--- src/rtl/mem_region_decoder.sv ---
// Registered virtual-to-physical region decoder with valid/ready output stage and sticky fault capture.
// Optional write protection of read-only windows is enabled by defining MEMDEC_WPROT_EN.
module mem_region_decoder #(
  parameter int                           NUM_REGIONS  = 2,
  parameter int                           PADDR_W      = 13,
  parameter logic [NUM_REGIONS*32-1:0]    REGION_BASE  = {32'h7FFFEFFC, 32'h10010000},
  parameter logic [NUM_REGIONS*32-1:0]    REGION_LIMIT = {32'h7FFFFFFC, 32'h10011000},
  parameter logic [NUM_REGIONS*32-1:0]    REGION_PBASE = {32'h00000400, 32'h00000000},
  parameter logic [NUM_REGIONS-1:0]       REGION_RO    = '0
) (
  input  logic                   clk,
  input  logic                   rst,
  input  logic                   req_valid,
  output logic                   req_ready,
  input  logic [31:0]            req_vaddr,
  input  logic [1:0]             req_size,
  input  logic                   req_write,
  output logic                   out_valid,
  input  logic                   out_ready,
  output logic [PADDR_W-1:0]     out_paddr,
  output logic [NUM_REGIONS-1:0] out_bank,
  output logic                   out_inv,
  output logic                   out_misalign,
  output logic                   out_wprot,
  output logic                   fault_pend,
  output logic [31:0]            fault_vaddr,
  input  logic                   fault_clr
);

  logic                   hit_found;
  logic [NUM_REGIONS-1:0] hit_bank;
  logic [PADDR_W-1:0]     hit_off;
  logic                   dec_misalign;
  logic                   dec_wprot;
  logic                   dec_fault;
  logic                   accept;

  logic                   out_valid_q,    out_valid_d;
  logic [PADDR_W-1:0]     out_paddr_q,    out_paddr_d;
  logic [NUM_REGIONS-1:0] out_bank_q,     out_bank_d;
  logic                   out_inv_q,      out_inv_d;
  logic                   out_misalign_q, out_misalign_d;
  logic                   out_wprot_q,    out_wprot_d;
  logic                   fault_pend_q,   fault_pend_d;
  logic [31:0]            fault_vaddr_q,  fault_vaddr_d;

  assign req_ready = !out_valid_q || out_ready;
  assign accept    = req_valid && req_ready;

  // Translation only needs the low PADDR_W bits: the truncated sum is identical mod 2^PADDR_W.
  always_comb begin
    hit_found = 1'b0;
    hit_bank  = '0;
    hit_off   = '0;
    for (int i = 0; i < NUM_REGIONS; i++) begin
      if (!hit_found &&
          req_vaddr >= REGION_BASE[i*32 +: 32] &&
          req_vaddr <  REGION_LIMIT[i*32 +: 32]) begin
        hit_found   = 1'b1;
        hit_bank[i] = 1'b1;
        hit_off     = req_vaddr[PADDR_W-1:0] - REGION_BASE[i*32 +: PADDR_W]
                      + REGION_PBASE[i*32 +: PADDR_W];
      end
    end
  end

  always_comb begin
    dec_misalign = 1'b0;
    case (req_size)
      2'd0:    dec_misalign = 1'b0;
      2'd1:    dec_misalign = req_vaddr[0];
      2'd2:    dec_misalign = |req_vaddr[1:0];
      default: dec_misalign = 1'b1;
    endcase
  end

`ifdef MEMDEC_WPROT_EN
  assign dec_wprot = req_write && |(hit_bank & REGION_RO);
`else
  logic unused_write;
  assign unused_write = req_write;
  assign dec_wprot    = 1'b0;
`endif

  assign dec_fault = !hit_found || dec_misalign || dec_wprot;

  always_comb begin
    out_valid_d    = out_valid_q;
    out_paddr_d    = out_paddr_q;
    out_bank_d     = out_bank_q;
    out_inv_d      = out_inv_q;
    out_misalign_d = out_misalign_q;
    out_wprot_d    = out_wprot_q;
    fault_pend_d   = fault_pend_q;
    fault_vaddr_d  = fault_vaddr_q;

    if (accept) begin
      out_valid_d    = 1'b1;
      out_paddr_d    = dec_fault ? '0 : hit_off;
      out_bank_d     = dec_fault ? '0 : hit_bank;
      out_inv_d      = !hit_found;
      out_misalign_d = dec_misalign;
      out_wprot_d    = dec_wprot;
    end else if (out_ready) begin
      out_valid_d    = 1'b0;
    end

    // A clear in the same cycle as a new fault lets the new fault take the capture slot.
    if (accept && dec_fault) begin
      fault_pend_d = 1'b1;
      if (!fault_pend_q || fault_clr) begin
        fault_vaddr_d = req_vaddr;
      end
    end else if (fault_clr) begin
      fault_pend_d = 1'b0;
    end
  end

  always_ff @(posedge clk or posedge rst) begin
    if (rst) begin
      out_valid_q    <= 1'b0;
      out_paddr_q    <= '0;
      out_bank_q     <= '0;
      out_inv_q      <= 1'b0;
      out_misalign_q <= 1'b0;
      out_wprot_q    <= 1'b0;
      fault_pend_q   <= 1'b0;
      fault_vaddr_q  <= '0;
    end else begin
      out_valid_q    <= out_valid_d;
      out_paddr_q    <= out_paddr_d;
      out_bank_q     <= out_bank_d;
      out_inv_q      <= out_inv_d;
      out_misalign_q <= out_misalign_d;
      out_wprot_q    <= out_wprot_d;
      fault_pend_q   <= fault_pend_d;
      fault_vaddr_q  <= fault_vaddr_d;
    end
  end

  assign out_valid    = out_valid_q;
  assign out_paddr    = out_paddr_q;
  assign out_bank     = out_bank_q;
  assign out_inv      = out_inv_q;
  assign out_misalign = out_misalign_q;
  assign out_wprot    = out_wprot_q;
  assign fault_pend   = fault_pend_q;
  assign fault_vaddr  = fault_vaddr_q;

endmodule

--- config.mk ---
export PLATFORM = sky130hd
export DESIGN_NAME = mem_region_decoder
export DESIGN_NICKNAME = d
export VERILOG_FILES = /design/src/rtl/mem_region_decoder.sv
export SDC_FILE = /design/constraint.sdc
export NUM_CORES = 1
export LEC_CHECK = 0
export ABC_AREA = 1
export BUFFER_PORTS_ARGS = -buffer_cell sky130_fd_sc_hd__buf_4
export CORE_ASPECT_RATIO = 1.25
export CORE_MARGIN = 4
export CORE_UTILIZATION = 45
export CTS_BUF_LIST = sky130_fd_sc_hd__clkbuf_16
export DETAILED_ROUTE_END_ITERATION = 7
export PLACE_DENSITY = 0.76
export SYNTH_ARGS = -nofsm -noshare
export SYNTH_HDL_FRONTEND = slang
export SYNTH_SLANG_ARGS = --single-unit
--- constraint.sdc ---
create_clock -name clk -period 1.52 [get_ports clk]
set_clock_uncertainty 0.1 [all_clocks]
set_input_delay 0.076 -clock clk [delete_from_list [all_inputs] [get_ports clk]]
set_output_delay 0.076 -clock clk [all_outputs]
set_load 0.005 [all_outputs]
* Word-level counts from Yosys, hierarchy flattened
Cells that the tools add are included.
Cells by class: add/subtract/negate cells 2, multipliers 0, div/mod/pow operators 0, order comparisons 4, equality and inequality tests 2, shift-type cells 0, muxes and demuxes 12, bitwise logic cells 0, reduce and logical (&&, ||, !) cells 17
Operators by type and width (number):
- $mux W13 | 3
- $ge A32 B29 Y1 const B | 1
- $ge A32 B31 Y1 const B | 1
- $lt A32 B29 Y1 const B | 1
- $lt A32 B31 Y1 const B | 1
- $add A13 B11 Y13 const B | 1
- $sub A13 B12 Y13 const B | 1
- $mux W1 | 7
- $logic_and A1 B1 Y1 | 5
- $logic_not A1 Y1 | 4
- $reduce_bool A2 Y1 | 2
- $logic_or A1 B1 Y1 | 3
- $pmux W1 S3 | 1
- $eq A2 B1 Y1 const B | 1
- $eq A2 B2 Y1 const B | 1
- $logic_not A2 Y1 | 1
- $mux W2 | 1
- $reduce_and A2 Y1 | 1
- $reduce_or A2 Y1 | 1
Word-level totals: register bits after elaboration 51, latch bits 0, bits in writable memories 0, bits in read-only memories 0, bits of input ports 40, output and inout bits 53, logic and storage cells 44, memories 0

* Depth between registers and ports, before layout
Gate-level depths: netlist of the first run.
depth in word-level cells 11, gate-level depth with buffers 13, mapped depth without buffers 12

* Worst setup path after synthesis of the first run
Ideal clock, no wire load.
path type register -> register, from reg out_valid_q, in the netlist out_valid, to reg fault_vaddr_q[23], in the netlist fault_vaddr[23], library setup time 0.117 ns, arrival 1.489 ns, data required time 1.303 ns, path slack -0.186 ns, cell stages (with the launch flop) 12, path buffers 3, clock period less this slack 1.706 ns, cell sequence dfrtp_1 > nand2_1 > nand2_1 > clkbuf_1 > inv_1 > nand3_4 > nand2_4 > nand2_4 > buf_8 > buf_12 > nand2_2 > nand2_1
Between the ends: cells in the longest elaborated chain, start to end 5
RTL lines:
- start, declared | RTL line 38 | logic out_valid_q, out_valid_d;
- start signal, assigned | RTL line 130 | out_valid_q <= out_valid_d;
- $logic_not A1 Y1 | RTL line 47 | assign req_ready = !out_valid_q || out_ready;
- $logic_or A1 B1 Y1 | RTL line 47
- net req_ready | RTL line 14 | output logic req_ready,
- $logic_and A1 B1 Y1 | RTL line 48 | assign accept = req_valid && req_ready;
- $logic_and A1 B1 Y1 | RTL line 109 | if (accept && dec_fault) begin
- $reduce_and A2 Y1 (no line)
- end signal, assigned | RTL line 137 | fault_vaddr_q <= fault_vaddr_d;
- end, declared | RTL line 45 | logic [31:0] fault_vaddr_q, fault_vaddr_d;
The timed path passes the listed nets, and every way through them passes these cells. A chain may end at the register's enable or synchronous reset.

* Worst setup path in the final report of the first run
from reg out_valid_q, in the netlist out_valid, to reg fault_vaddr_q[7], in the netlist fault_vaddr[7]
Between the ends: cells in the longest elaborated chain, start to end 5
RTL lines (RTL line):
- $logic_not A1 Y1 | 47
- $logic_or A1 B1 Y1 | 47
- $logic_and A1 B1 Y1 | 48
- $logic_and A1 B1 Y1 | 109
- $reduce_and A2 Y1 (no line)
Every way passes these cells.

==> results of run 1 <==
layer usage:
metal,vias up,part of all wire,global-route usage
met1,1313,0.41,0.264
li1,1369,-,-
met3,15,0.052,0.0385
met2,95,0.51,0.427
met5,-,0,0
met4,0,0.030,0.0770
cell usage after synthesis, drive strengths merged:
| cell type | count | area [sq um] |
|---|---|---|
| ha | 2 | 25.0 |
| nand3b | 1 | 7.51 |
| nor2 | 28 | 120 |
| dfrtp | 51 | 1280 |
| a21o | 1 | 7.51 |
| inv | 26 | 97.6 |
| buf | 7 | 61.3 |
| xor2 | 2 | 17.5 |
| nor2b | 1 | 6.26 |
| nand2 | 133 | 544 |
| clkbuf | 3 | 12.5 |
| o31ai | 1 | 7.51 |
| or2 | 1 | 6.26 |
| conb | 1 | 3.75 |
| nand3 | 39 | 230 |
| nor3 | 3 | 15.0 |
| a21oi | 1 | 5.00 |
| nand4 | 6 | 37.5 |
| o21ai | 28 | 140 |
state kept, by name, summed over array words and instances (netlist names):
register / count
out_misalign: 1
out_paddr: 13
out_bank: 2
fault_vaddr: 32
out_inv: 1
fault_pend: 1
out_valid: 1
cell type report:
type | instances | area [sq um] | area share
clock buffer | 5 | 125 | 0.0306
clock inverter | 2 | 33.8 | 0.00825
inverter | 26 | 103 | 0.0251
multi-input combinational | 248 | 1240 | 0.303
sequential | 51 | 1280 | 0.312
tap | 64 | 80.1 | 0.0196
timing repair buffer | 155 | 1230 | 0.301
critical path: cells and delay by family, from the launching register on:
kind | cells | cell delay (ns)
buffers and inverters | 1 | 0.19
flip-flops | 1 | 0.39
AND/OR/NAND/NOR | 6 | 0.65
AO/OA/AOI/OAI | 1 | 0.06
logic make-up (layout without fill, tap and decap cells):
logic type | count (synthesis) | after routing | synth area share
buf+inv | 36 | 188 | 0.0654
xor+xnor | 2 | 2 | 0.00668
fa+ha+maj | 2 | 2 | 0.00955
compound gates | 31 | 31 | 0.0611
flops | 51 | 51 | 0.487
simple gates | 212 | 212 | 0.369
other cells | 1 | 1 | 0.00143
final timing paths:
check / start / end / depth (start not counted)
max: out_valid / fault_vaddr[7] / 8
min: req_vaddr[6] / fault_vaddr[6] / 3
max reg2reg: out_valid / fault_vaddr[7] / 8
min reg2reg: fault_vaddr[26] / fault_vaddr[26] / 2
max in group asynchronous: rst / out_paddr[11] / 4
min in group asynchronous: rst / fault_vaddr[15] / 3
what timing repair did:
action,CTS,global route
hold endpoints to repair,33,0
buffers inserted,0,2
gates resized for setup,4,33
hold buffers,13,0
pin swaps,1,1
cloned,0,1
endpoints found under the setup margin,14,34
power by group:
part,switching (W),internal (W)
clock network,0.000462,0.000762
logic,0.000467,0.000570
registers,0.000129,0.00155
total,0.00106,0.00288
metrics by stage:
stage | hold WS [ns] | TNS [ns] | std cells
after floorplan | 0.0856 | -0.375 | 335
after global placement | 0.0120 | -3.26 | 528
after detailed placement | 0.0163 | -3.61 | 528
after CTS | 0.0363 | 0 | 548
after global routing | 0.0525 | -0.690 | 551
final | 0.0266 | 0 | 551
==> reports/metrics.csv, run 1 <==
stage;metric;value;unit
run_status;run status;complete, no violations;
die;Rows;30;
critical_path;slowest CP cell;dfrtp_1;
synthesis;Synth Register Bits;51;
route;DRT Wirelength;8.08;mm
critical_path;most frequent cell on the critical path;nand2_4;
synthesis;post-synthesis sequential area ratio;0.487;
power;total chip power;0.00394;W
layout;Finished Cell Area;4090;sq um
synthesis;Cells after Synth;335;
sta;Max Freq;0.662;GHz
route;number of nets with antenna violations after routing;0;
place;DP Wirelength;6.10;mm
route;vias per inst;5.07;
critical_path;Startpoint Class;flop;
clock_network;CTS Sinks;51;
route;drt drc;0;
synthesis;Syn Area/Cell;7.82;sq um
synthesis;Synthesized Nets;377;
layout;layout cells sized above 1;0.388;
place;Setup Slack @ Placement;-0.211;ns
sta;final period utilization;0.994;
layout;Post-Route Utilization;0.737;
critical_path;critical-path maximum fanout;13;
power;worst vdd ir;537;uV
sta;final hold vios;0;
global_route;number of global-route vias before repair;2828;
clock_network;clock insertion delay at the later pin of the skew report;0.28;ns
place;dpl cell area;3700;sq um
clock_network;CTS tree;built;
global_route;Congestion Overflow GR;0;
critical_path;r2r setup slk;0.01;ns
sta;RSZ-0062 raised after global routing;yes;
die;Die Y;93.3;um
route;Initial DRC Count;166;
power;Pleak;2.18;nW
route;drt first pass iters;4;
global_route;largest net degree at the start of global routing;28;
layout;commonest non-fill, non-tap cell in the layout;buf_4;
global_route;first-pass GRT wire length;13.2;mm
global_route;initial antenna violation count;0;
critical_path;CP arrival;1.57;ns
clock_network;CTS max path bufs;2;
route;Via Count;2792;
layout;most frequent cells in the layout;buf_4 (138), nand2_1 (107), dfrtp_1 (51);
global_route;Total GRT Usage;0.229;
hold_path;worst min-delay path class;in -> reg;
sta;max-slew violation count;0;
die;Starting Density;0.472;
critical_path;critical-path cell list;nand2_2 > nand2_4 > or2_4 > nand2_4 > nand2_8 > clkbuf_16 > nand2_1 > o21ai_1;
flow_run;max cap viols;0;
sta;Tmin final;1.51;ns
sta;# setup viols final;0;
place;Placer Congestion;0.940;
die;Die Area;7120;sq um
layout;Layout area overhead;56.1;%
route;drt wl/cell;14.7;um
clock_network;clk root buf;clkbuf_16;
die;core area;5560;sq um
critical_path;worst path required time;1.58;ns
critical_path;Crit path largest cell delay;0.39;ns
synthesis;Yosys warnings;0;
synthesis;Distinct cells, synth;30;
clock_network;H-tree Lvls;2;
die;Ports;93;
critical_path;crit path capture type;flop;
clock_network;clock buffer count from CTS;5;
layout;antenna diode count;0;
critical_path;CP Class;reg -> reg;
clock_network;Clock transition at path regs;0.07;ns
synthesis;Post-Syn Area;2620;sq um
sta;final worst slack;0.00975;ns
die;die width;76.3;um
layout;fillers;455;
power;cell area power density;962;nW/um^2
place;PortBufs;90;
layout;nets@finish;529;
(Power assumes the default switching activity.)
==> run 2, diff against run 1 <==
- CORE_MARGIN: 4 -> 2
- CORE_UTILIZATION: 45 -> 54
- PLACE_DENSITY: 0.76 -> 0.86
- clock period: 1.52 -> 1.92 ns (I/O delays scaled with it)
==> run 2 against run 1 <==
  * Core utilization up 5.9 points
  * Clock power is 30% lower
  * Wire length fell by 13%
  * Worst setup slack better by 0.12 ns
  * First-iteration DRC count increased by 7.2%
  * Register-to-register slack improved by 0.17 ns
  * Combinational power fell by 31%
  * Highest routed layer unchanged
==> reports/metrics.csv, run 2 (same netlist as run 1, synthesis figures left out) <==
stage;metric;value;unit
run_status;run status;complete, no violations;
clock_network;CTS Sinks;51;
power;P_sw;0.000810;W
flow_run;max cap viols;0;
critical_path;worst path required time;2.01;ns
power;Pleak;1.98;nW
critical_path;Critical R2R Launch;out_valid;
global_route;Total GRT Usage;0.271;
route;Initial DRC Count;178;
sta;max-slew violation count;0;
layout;most frequent cells in the layout;nand2_1 (118), buf_4 (96), dfrtp_1 (51);
place;placed insts;484;
clock_network;Setup Buffers After CTS;0;
sta;setup_tns;0;ns
route;drt first pass iters;5;
route;vias per inst;5.19;
die;die width;66.3;um
clock_network;CTS tree;built;
place;PortBufs;90;
route;Via Count;2654;
route;number of nets with antenna violations after routing;0;
critical_path;Worst R2R Path Depth;7;
layout;register area;1280;sq um
critical_path;Startpoint Class;input pin;
power;total chip power;0.00289;W
clock_network;H-tree Lvls;2;
clock_network;clock insertion delay at the later pin of the skew report;0.29;ns
die;Starting Density;0.558;
sta;final hold vios;0;
global_route;initial antenna violation count;0;
layout;Layout area overhead;42.5;%
global_route;largest net degree at the start of global routing;29;
layout;layout cells sized above 1;0.288;
layout;multi-input logic area;1180;sq um
layout;antenna diode count;0;
global_route;first-pass GRT wire length;11.3;mm
clock_network;CTS max path bufs;2;
layout;nets@finish;492;
power;sw frac;0.280;
critical_path;crit path capture type;flop;
place;Placer Congestion;0.883;
layout;max reg flops;32;
power;cell area power density;775;nW/um^2
sta;Rel. slew slack;0.644;
route;drt wl/cell;13.7;um
power;Sequential Power Share;0.456;
sta;Max Freq;0.559;GHz
critical_path;R2R Path End;fault_vaddr[6];
layout;fillers;320;
die;Rows;28;
power;Clock Power Share;0.294;
clock_network;clock buffer count from CTS;5;
power;worst vdd ir;549;uV
die;Die Y;81.9;um
die;core area;4690;sq um
route;drt drc;0;
hold_path;worst min-delay path class;in -> reg;
sta;Slew @ Worst Pin;0.533;ns
global_route;Congestion Overflow GR;0;
critical_path;critical-path maximum fanout;21;
critical_path;CP Class;in -> reg;
global_route;number of global-route vias before repair;2535;
power;Pint;0.00208;W
layout;commonest non-fill, non-tap cell in the layout;nand2_1;
critical_path;Worst Setup EP;fault_vaddr[6];
sta;Tmin final;1.79;ns
critical_path;r2r setup slk;0.18;ns
place;DP Wirelength;5.02;mm
clock_network;Clock transition at path regs;0.07;ns
power;Combinational Power Share;0.249;
critical_path;CP Launch Point;out_ready;
layout;Final Non-Filler Cells;511;
die;Die Area;5430;sq um
sta;final period utilization;0.932;
clock_network;clk root buf;clkbuf_16;
sta;# setup viols final;0;
route;DRT Wirelength;7.02;mm
die;Ports;93;
critical_path;CP arrival;1.88;ns
run 2: changes by cell type in the layout (fill, tap and decap cells not counted), moves of 2 or more:
cell and change:
o21ai_0 +17, nand2_1 +11, buf_12 +2, dlygate4sd3_1 +6, clkinv_1 +2, buf_6 -2
nand2_2 -10, buf_4 -42, nor2_4 -2, o21ai_2 -3, nor2_2 +2, o21ai_1 -14
run 2: worst max-delay path, stage by stage:
cell,delay (ns)
dlygate4sd3_1,0.53
buf_4,0.10
inv_1,0.03
nand2_1,0.11
nand2_2,0.11
or2_2,0.35
nand2_4,0.09
nand2_4,0.10
buf_12,0.17
o21ai_0,0.18
run 2: routing by layer:
metal,share of wire,global-route usage
met3,0.058,0.0411
met2,0.52,0.475
met5,0,0
met1,0.40,0.335
met4,0.020,0.106
run 2: final cells by class:
cell class              instances  share of cell area
repair buffers                118               0.260
multi-input cells             248               0.315
inverters                      26              0.0261
flip-flops and latches         51               0.342
clock buffers                   5              0.0335
well taps                      60              0.0201
clock inverters                 3             0.00402
run 2: worst min-delay path by stage:
| stage | start | end | slack, ns | cells after the start |
|---|---|---|---|---|
| 2_1_floorplan | req_vaddr[1] | out_paddr[1] | 0.11 | 2 |
| 3_3_place_gp | rst | fault_vaddr[1] | 0.07 | 2 |
| 3_5_place_dp | rst | fault_vaddr[1] | 0.07 | 2 |
| 4_1_cts | req_vaddr[25] | fault_vaddr[25] | 0.01 | 3 |
| 6_report | req_vaddr[25] | fault_vaddr[25] | 0.01 | 3 |
| 5_1_grt | req_vaddr[25] | fault_vaddr[25] | 0.03 | 3 |
run 2: stage by stage:
step	instance area, sq um	setup slack, ns	hold slack (ns)	util
6_report	3740	0.130	0.0142	0.796
5_1_grt	3740	-0.00603	0.0252	0.796
4_1_cts	3720	0.109	0.0117	0.793
3_5_place_dp	3400	0.0511	0.0720	0.725
3_3_place_gp	3400	0.0973	0.0683	0.725
2_1_floorplan	2620	0.214	0.106	-
run 2: timing repair:
action,CTS,global route
endpoints found under the setup margin,0,6
resized for setup,0,1
hold buffers,18,1
hold endpoints to repair,41,1
run 2: power groups by stage:
stage	clock network [W]	logic [W]	registers (W)
final	0.000852	0.000721	0.00132
after global routing	0.000903	0.000801	0.00134
after CTS	0.000865	0.000720	0.00132
after detailed placement	0	0.000689	0.00134
after global placement	0	0.000664	0.00133
after floorplan	0	0.000281	0.00134
==> run 3, diff against run 2 <==
- CORE_UTILIZATION: 54 -> 51
- PLACE_DENSITY: 0.86 -> 0.82
==> run 3 against run 2 <==
  * The flow now finishes with violations (hold timing)
  * Non-clock buffer count unchanged
  * Count of clock-buffer cells in the layout unchanged
  * Sequential power about the same
  * First-iteration DRC count up 52%
  * Cell count up 0.39%
  * Sequential cell count unchanged
  * Power up 5.3%
  * Core utilization down 3.7 points
  * Wire length up 7.0%
  * Global-route usage about the same
  * Critical path type unchanged
  * Critical endpoint is now fault_vaddr[2]
==> reports/metrics.csv, run 3 (same netlist as run 1, synthesis figures left out) <==
stage;metric;value;unit
clock_network;clock insertion delay at the later pin of the skew report;0.29;ns
layout;commonest non-fill, non-tap cell in the layout;nand2_1;
layout;antenna diode count;0;
sta;Fin Hold WS;-0.000945;ns
global_route;met1 usage;0.336;
die;die width;68.1;um
clock_network;clk root buf;clkbuf_16;
clock_network;H-tree Lvls;2;
hold_path;WHS Path Cells;3;
route;drt drc;0;
sta;Rel. slew slack;0.655;
critical_path;worst path required time;1.99;ns
place;placed insts;485;
hold_path;worst min-delay path class;in -> reg;
global_route;Total GRT Usage;0.271;
power;Pleak;2.01;nW
critical_path;r2r setup slk;0.17;ns
critical_path;R2R Path End;fault_vaddr[11];
global_route;met3 usage;0.0375;
sta;# setup viols final;0;
layout;nets@finish;492;
critical_path;Startpoint Class;input pin;
run_status;run status;finished, violations left;
route;number of nets with antenna violations after routing;0;
clock_network;clock buffer count from CTS;5;
route;Initial DRC Count;270;
hold_path;hold endpoint;fault_vaddr[0];
clock_network;CTS tree;built;
place;PortBufs;90;
layout;Final Non-Filler Cells;513;
die;Die Y;84.2;um
critical_path;Worst R2R Path Depth;8;
hold_path;Hold Crit Start;req_vaddr[0];
critical_path;most frequent cell on the critical path;nand2_4;
die;core area;5010;sq um
sta;Tmin final;1.82;ns
place;Placer Congestion;0.891;
global_route;initial antenna violation count;0;
critical_path;crit path capture type;flop;
sta;max-slew violation count;0;
critical_path;critical-path cell list;dlygate4sd3_1 > buf_4 > nor2_2 > nand2_1 > nor2_1 > nand3_2 > nand3_4 > nand2_4 > nand2_4 > clkbuf_16 > o21ai_0;
sta;final hold vios;1;
sta;final period utilization;0.950;
layout;layout cells sized above 1;0.306;
route;vias per inst;5.35;
global_route;largest net degree at the start of global routing;36;
route;DRT Wirelength;7.51;mm
global_route;first-pass GRT wire length;12.0;mm
sta;setup_tns;0;ns
sta;RSZ-0062 raised after global routing;yes;
clock_network;Clock transition at path regs;0.06;ns
layout;most frequent cells in the layout;nand2_1 (119), buf_4 (98), dfrtp_1 (51);
route;Via Count;2744;
global_route;Congestion Overflow GR;0;
power;worst vdd ir;481;uV
global_route;number of global-route vias before repair;2671;
run_status;failing checks;hold timing;
layout;Layout area overhead;44.9;%
die;Ports;93;
critical_path;critical-path maximum fanout;17;
power;cell area power density;802;nW/um^2
critical_path;slowest CP cell;dlygate4sd3_1;
critical_path;Crit path largest cell delay;0.54;ns
sta;Max Freq;0.548;GHz
global_route;grt met2 use;0.469;
layout;max reg flops;32;
sta;Slew @ Worst Pin;0.517;ns
route;drt first pass iters;5;
clock_network;CTS Sinks;51;
critical_path;CP Class;in -> reg;
route;drt wl/cell;14.6;um
critical_path;CP arrival;1.89;ns
critical_path;Critical R2R Launch;out_valid;
die;Starting Density;0.523;
global_route;Most Crowded Layer GR;met2;
clock_network;CTS max path bufs;2;
flow_run;max cap viols;0;
place;DP Wirelength;5.04;mm
die;Die Area;5730;sq um
die;Rows;29;
==> run 3: what timing repair did <==
| action | CTS | global route |
|---|---|---|
| buffers inserted | 0 | 3 |
| resized for setup | 0 | 11 |
| setup endpoints to repair | 0 | 45 |
| hold buffers | 16 | 0 |
| hold endpoints to repair | 38 | 0 |
==> run 3: critical path: cells and delay by family <==
kind | cells | cell delay, ns
and+or+nand+nor | 7 | 0.84
AOI/OAI and AO/OA | 1 | 0.08
buffers and inverters | 3 | 0.88
==> run 3: power breakdown <==
part           total, W  switching, W  internal [W]
Clock          0.000987      0.000379      0.000608
Combinational  0.000735      0.000346      0.000389
Sequential      0.00132     0.0000990       0.00122
Total           0.00305      0.000824       0.00222
==> run 3: worst max path at each step <==
stage,startpoint,end,slack (ns),cells after the start
2_1_floorplan,out_valid,fault_vaddr[23],0.21,11
3_3_place_gp,req_vaddr[2],fault_vaddr[31],0.16,12
3_5_place_dp,req_vaddr[2],fault_vaddr[31],0.08,12
4_1_cts,req_vaddr[20],fault_vaddr[31],0.001,12
5_1_grt,req_vaddr[20],out_paddr[6],-0.05,13
6_report,req_vaddr[20],fault_vaddr[2],0.1,11
==> run 3: final cells by class <==
type	instances	area, sq um
repair buffers	118	981
inverters	26	97.6
fillers	354	1210
flip-flops and latches	51	1280
well taps	62	77.6
multi-input cells	248	1200
clock buffers	5	125
clock inverters	3	38.8
==> run 3: per-stage QoR <==
stage               area (sq um)  hold WS [ns]  total power, W  utilization  setup slack [ns]
floorplan                   2620         0.106         0.00162            -             0.214
global placement            3390        0.0513         0.00199        0.676             0.163
detailed placement          3390        0.0698         0.00201        0.676            0.0753
CTS                         3710       0.00199         0.00302        0.741           0.00127
global route                3800        0.0304         0.00318        0.758           -0.0531
finish                      3800     -0.000945         0.00305        0.758            0.0960
==> run 3: layer usage <==
| metal | wire (um) | part of all wire |
|---|---|---|
| met1 | 2920 | 0.39 |
| met2 | 4020 | 0.54 |
| met3 | 419 | 0.056 |
| met4 | 149 | 0.020 |
| met5 | 0 | 0 |
